## src/rtl/serial_pkg.sv

```systemverilog
// serial_pkg
// Shared constants and types for the serial receive synchronisation path.
//   BYTE_W        width of a framed byte
//   COM_BYTE      alignment/idle symbol, sent MSB first
//   ST_HUNT/ST_COUNT/ST_ACTIVE  state encodings used by rx_state_t
package serial_pkg;

   localparam int BYTE_W = 8;

   localparam logic [BYTE_W-1:0] COM_BYTE = 8'hBC;

   localparam logic [1:0] ST_HUNT   = 2'd0;
   localparam logic [1:0] ST_COUNT  = 2'd1;
   localparam logic [1:0] ST_ACTIVE = 2'd2;

   typedef enum logic [1:0] {
      HUNT   = ST_HUNT,
      COUNT  = ST_COUNT,
      ACTIVE = ST_ACTIVE
   } rx_state_t;

endpackage

```

## src/rtl/serial_rx_sync_ctrl_com_detector.sv

```systemverilog
// com_detector
// Serial-to-parallel shift register with a COM symbol comparator.
// Ports:
//   clk_32f  in   bit clock, one serial bit per rising edge
//   reset    in   synchronous, active-low
//   data_in  in   serial bit, MSB of each byte first
//   sr       out  last eight received bits, newest in bit 0
//   is_com   out  1 when sr currently holds the COM symbol
module com_detector
   import serial_pkg::*;
#(
   parameter logic [BYTE_W-1:0] COM_SYMBOL = COM_BYTE
) (
   input  logic              clk_32f,
   input  logic              reset,
   input  logic              data_in,
   output logic [BYTE_W-1:0] sr,
   output logic              is_com
);

   // Shift every cycle regardless of alignment; framing is decided upstream
   // by the phase counter, so this register never stalls.
   always_ff @(posedge clk_32f) begin
      if (!reset) begin
         sr <= '0;
      end else begin
         sr <= {sr[BYTE_W-2:0], data_in};
      end
   end

   // Bit-level match, valid at any bit offset; the FSM decides whether the
   // offset is the aligned one.
   assign is_com = (sr == COM_SYMBOL);

endmodule

```

## src/rtl/serial_rx_sync_ctrl.sv

```systemverilog
// serial_rx_sync_ctrl
// Receive-side synchronisation controller: hunts for the COM symbol at any
// bit offset, confirms alignment with a run of COMs on byte boundaries, then
// frames every following byte onto a parallel output.
// Ports:
//   clk_32f    in   bit clock (only clock)
//   reset      in   synchronous, active-low
//   data_in    in   serial bit, MSB first
//   data_out   out  last framed byte, holds between strobes
//   byte_strb  out  one-cycle pulse when data_out updates (ACTIVE only)
//   valid_out  out  1 = data byte, 0 = COM/idle byte
//   active     out  1 while locked
module serial_rx_sync_ctrl
   import serial_pkg::*;
#(
   parameter logic [BYTE_W-1:0] COM_SYMBOL = COM_BYTE,
   parameter int unsigned       N_COM_LOCK = 4
) (
   input  logic              clk_32f,
   input  logic              reset,
   input  logic              data_in,
   output logic [BYTE_W-1:0] data_out,
   output logic              byte_strb,
   output logic              valid_out,
   output logic              active
);

   localparam logic [3:0] LOCK_CNT = 4'(N_COM_LOCK);

   logic [BYTE_W-1:0] sr;
   logic              is_com;
   rx_state_t         state;
   logic [2:0]        ph;
   logic [3:0]        com_cnt;
   logic              boundary;

   com_detector #(
      .COM_SYMBOL (COM_SYMBOL)
   ) u_com_detector (
      .clk_32f (clk_32f),
      .reset   (reset),
      .data_in (data_in),
      .sr      (sr),
      .is_com  (is_com)
   );

   assign boundary = (ph == 3'd0);

   // Single FSM: the phase counter free-runs and is re-anchored on the first
   // COM seen while hunting, so that ph wraps to zero exactly when the next
   // aligned byte has fully shifted in. All outputs are registered here.
   always_ff @(posedge clk_32f) begin
      if (!reset) begin
         state     <= HUNT;
         ph        <= 3'd0;
         com_cnt   <= 4'd0;
         data_out  <= '0;
         valid_out <= 1'b0;
         byte_strb <= 1'b0;
         active    <= 1'b0;
      end else begin
         ph        <= ph + 3'd1;
         byte_strb <= 1'b0;
         case (state)
            HUNT: begin
               // ph <= 1 makes ph reach 0 eight cycles after this match.
               if (is_com) begin
                  ph      <= 3'd1;
                  com_cnt <= 4'd1;
                  state   <= COUNT;
               end
            end
            COUNT: begin
               if (boundary) begin
                  if (is_com) begin
                     com_cnt <= com_cnt + 4'd1;
                     if (com_cnt + 4'd1 == LOCK_CNT) begin
                        state  <= ACTIVE;
                        active <= 1'b1;
                     end
                  end else begin
                     // Misaligned or broken run; hunting resumes next cycle.
                     com_cnt <= 4'd0;
                     state   <= HUNT;
                  end
               end
            end
            ACTIVE: begin
               if (boundary) begin
                  data_out  <= sr;
                  valid_out <= !is_com;
                  byte_strb <= 1'b1;
               end
            end
            default: begin
               state <= HUNT;
            end
         endcase
      end
   end

endmodule
```

## config.mk

```make
export PLATFORM = sky130hd
export DESIGN_NAME = serial_rx_sync_ctrl
export DESIGN_NICKNAME = d
export VERILOG_FILES = /design/src/rtl/serial_pkg.sv /design/src/rtl/serial_rx_sync_ctrl_com_detector.sv /design/src/rtl/serial_rx_sync_ctrl.sv
export SDC_FILE = /design/constraint.sdc
export NUM_CORES = 1
export LEC_CHECK = 0
export BUFFER_PORTS_ARGS = -buffer_cell sky130_fd_sc_hd__buf_2
export CELL_PAD_IN_SITES_DETAIL_PLACEMENT = 1
export CELL_PAD_IN_SITES_GLOBAL_PLACEMENT = 1
export CORE_MARGIN = 3
export CORE_UTILIZATION = 40
export CTS_BUF_LIST = sky130_fd_sc_hd__clkbuf_4
export CTS_CLUSTER_DIAMETER = 50
export DETAILED_ROUTE_END_ITERATION = 16
export MAX_ROUTING_LAYER = met4
export PLACE_DENSITY_LB_ADDON = 0.08
export SYNTH_ARGS = -nofsm -noshare
export SYNTH_HDL_FRONTEND = slang
export SYNTH_SLANG_ARGS = --single-unit
```

## constraint.sdc

```tcl
create_clock -name clk_32f -period 1.6 [get_ports clk_32f]
set_clock_uncertainty 0.05 [all_clocks]
set_input_delay 0.16 -clock clk_32f [delete_from_list [all_inputs] [get_ports clk_32f]]
set_output_delay 0.16 -clock clk_32f [all_outputs]
set_load 0.01 [all_outputs]
```

==> impl_metrics.csv <==
group,metric,value,unit
outcome,run_status,"finished clean",
route,route.vias.total,875,
clock_network,cts_tree,"done",
floorplan,start_util,43.9,%
clock_network,cts_num_sinks,28,
global_route,grt_first_pass_wirelength,3.83,mm
critical_path,cells_along_the_critical_path,"inv_1 > ha_1 > nor2b_1 > or4b_2 > o41ai_1",
floorplan,io_pins,14,
final_layout,final_cell_area,0.00133,sq mm
clock_network,clk-insertion-delay-late,0.32,ns
placement,post_dp_cell_area,0.00125,sq mm
synth,synth_cell_types,37,
route,drc,0,
critical_path,setup.worst_path.class,"flip-flop to flip-flop",
global_route,grt_max_degree,17,
timing,number_of_pins_with_negative_max_slew_slack_in_the_final_report,0,
route,drt_wl_total,2.25,mm
floorplan,total_die_area,0.00352,sq mm
power,vdd_ir_drop_max,0.587,mV
timing,layout_worst_path_cycle_share,99.2,%
floorplan,core_area,0.00259,sq mm
synth,ys_async_sr_fraction,0,%
critical_path,arrival_time_at_the_worst_endpoint,1.78,ns
floorplan,die_width,59.3,microns
synth,post-synth-top-area-fraction,49.3,%
floorplan,die_y,59.3,microns
final_layout,fin_nets,149,
synth,postSynthNetCount,128,
clock_network,cts_inserted_buffers,3,
critical_path,critical_path.endpoint_type,"flip-flop",
synth,synth_area_per_cell,9.40,sq um
critical_path,setup.worst_path.start_class,"flip-flop",
final_layout,seqCellArea,564,sq um
critical_path,cp_max_fo,3,
synth,ys_ff_latch,28,
route,ant_nets,0,
final_layout,fillerInstances,309,
synth,synth_enable_flop_cells,0,
critical_path,cpPeakStageDelay,0.63,ns
timing,hold_slack,0.146,ns
global_route,antenna_violations_before_repair,0,
critical_path,timing.critical_path.slowest_stage_cell,"sky130_fd_sc_hd__or4b_2",
synth,mappedNetlistArea,0.00114,sq mm
global_route,sum_of_overflow_across_all_layers_after_global_routing,0,
critical_path,timing.critical_path.required,1.79,ns
synth,yosysWarnings,0,
global_route,grt_pass1_vias,887,
critical_path,critPathTopFamily,"simple AND/OR/NAND/NOR gates",
power,cellLeakagePower,0.567,nW
route,detail_route.vias_per_cell,5.12,
clock_network,cts_max_path_buffers,2,
clock_network,ctsRootBufferMaster,"sky130_fd_sc_hd__clkbuf_4",
final_layout,synthToLayoutAreaGrowth,17.2,%
global_route,track_usage,14.9,%
timing,fmax,630,MHz
timing,finalWorstPathRequiredPeriod,1.59,ns
clock_network,clkTransAtPathRegs,0.15,ns
placement,dp.cells,165,
synth,yosysTopAreaCell,"sky130_fd_sc_hd__dfxtp_1",
synth,synth_cells,121,
floorplan,num_rows,18,
synth,synth_ff_type,"sky130_fd_sc_hd__dfxtp_1",
hold_path,hold_path.class,"primary input to flip-flop",
timing,timing_hold_violations_final,0,
critical_path,cp_num_buf_inv,1,
final_layout,proportion_of_layout_cells_with_a_drive_suffix_above_1,26.2,%
placement,gp_congestion,0.771,
power,cell_pwr_density,933,mW/mm^2
placement,detailed_place_hpwl,1.64,mm
final_layout,finish.cell_count_without_fillers,171,
timing,worst_pin_slew,0.334,ns
route,drtIter0Drc,20,
power,overall_power_consumption,1.24,mW
route,drt-wirelength-per-cell,13.2,microns
clock_network,h-tree-depth,1,
timing,unrepaired_setup_endpoints_after_global_routing,"yes",
route,firstDrtPassIters,4,
job,max_cap_viols,0,
final_layout,layout.cells.most_common_list,"sky130_fd_sc_hd__dfxtp_1 (25), sky130_fd_sc_hd__nand2_1 (19), sky130_fd_sc_hd__buf_2 (13), sky130_fd_sc_hd__a21oi_1 (11), sky130_fd_sc_hd__and2_1 (8)",
final_layout,final_common_cell,"sky130_fd_sc_hd__dfxtp_1",
timing,setup_viol_count_final,0,
final_layout,multi_input_comb_area,539,sq um
placement,place.port_buffers,13,
synth,synth_sequential_area_ratio,49.3,%
timing,slew-limit-headroom,77.7,%
final_layout,antenna-diode-count,0,
synth,yosys-top-cells-area,"sky130_fd_sc_hd__dfxtp_1 (49%), sky130_fd_sc_hd__nand2_1 (6.6%), sky130_fd_sc_hd__and2_1 (5.0%)",
worst paths after layout:
kind	to	cells after the start	slack, ns	startpoint
setup reg to reg	state[0]	5	0.01	ph[0]
hold / removal	state[0]	4	0.15	reset
hold reg to reg	ph[0]	1	0.41	ph[0]
setup / recovery	state[0]	5	0.01	ph[0]
sequential cells by signal, summed over array words and instances (netlist names):
| register | flops |
|---|---|
| valid_out | 1 |
| u_com_detector.sr | 8 |
| state | 2 |
| data_out | 8 |
| ph | 3 |
| active | 1 |
| com_cnt | 4 |
| byte_strb | 1 |
area by class of cell:
type | instances | area share, %
Sequential cell | 28 | 42.3
Multi-Input combinational cell | 84 | 40.5
Timing Repair Buffer | 20 | 9.01
Tap cell | 30 | 2.82
Clock inverter | 1 | 2.25
Clock buffer | 3 | 1.69
Inverter | 5 | 1.41
per-stage QoR:
stage / setup WS, ns / TNS [ns] / util (%)
floorplan: 0.0485 / 0 / -
global placement: 0.0670 / 0 / 48.3
detailed placement: 0.000904 / 0 / 48.3
CTS: 0.00451 / 0 / 50.7
global route: -0.0649 / -0.215 / 51.4
finish: 0.0127 / 0 / 51.4
Yosys cell counts, drive strengths merged, types with 3 or more instances:
library cell / number
dfxtp: 28
nand2: 21
a21oi: 12
and2: 11
inv: 5
nand3: 5
nor2: 5
ha: 4
buf: 3
power breakdown:
group | total (mW) | switching (mW) | leakage (nW) | internal (mW)
combinational | 0.0696 | 0.0361 | 0.312 | 0.0336
sequential | 0.717 | 0.00829 | 0.228 | 0.709
clock | 0.457 | 0.204 | 0.0279 | 0.253
total | 1.24 | 0.248 | 0.567 | 0.995
what timing repair did:
action | in CTS | in global routing
hold buffers | 1 | 0
endpoints found under the setup margin | 2 | 13
hold endpoints to repair | 1 | 0
resized for setup | 1 | 5
buffers inserted | 0 | 1
pin swaps | 0 | 1
per-layer routing:
metal / GRT usage [%] / wire (microns) / vias up / part of all wire [%]
met5: - / 0 / - / 0
met4: 6.80 / 19 / 0 / 0.84
met3: 1.96 / 56 / 2 / 2.5
met2: 23.7 / 1040 / 9 / 46
met1: 18.6 / 1130 / 409 / 50
li1: - / - / 455 / -
worst min-delay path, delay by kind of cell:
kind | cells | cell delay, ns
AO/OA/AOI/OAI | 1 | 0.05
buffers and inverters | 2 | 0.16
AND/OR/NAND/NOR | 1 | 0.11
cell families (layout without fill, tap and decap cells):
| group | Yosys count | count (layout) | synth area share [%] |
|---|---|---|---|
| compound gates | 21 | 21 | 12.0 |
| xor+xnor | 2 | 2 | 1.54 |
| fa+ha+maj | 4 | 4 | 4.40 |
| buf+inv | 9 | 29 | 4.07 |
| flops | 28 | 28 | 49.3 |
| mux | 1 | 1 | 0.880 |
| simple gates | 56 | 56 | 27.8 |
No activity file was read; power rests on OpenSTA's default activity.
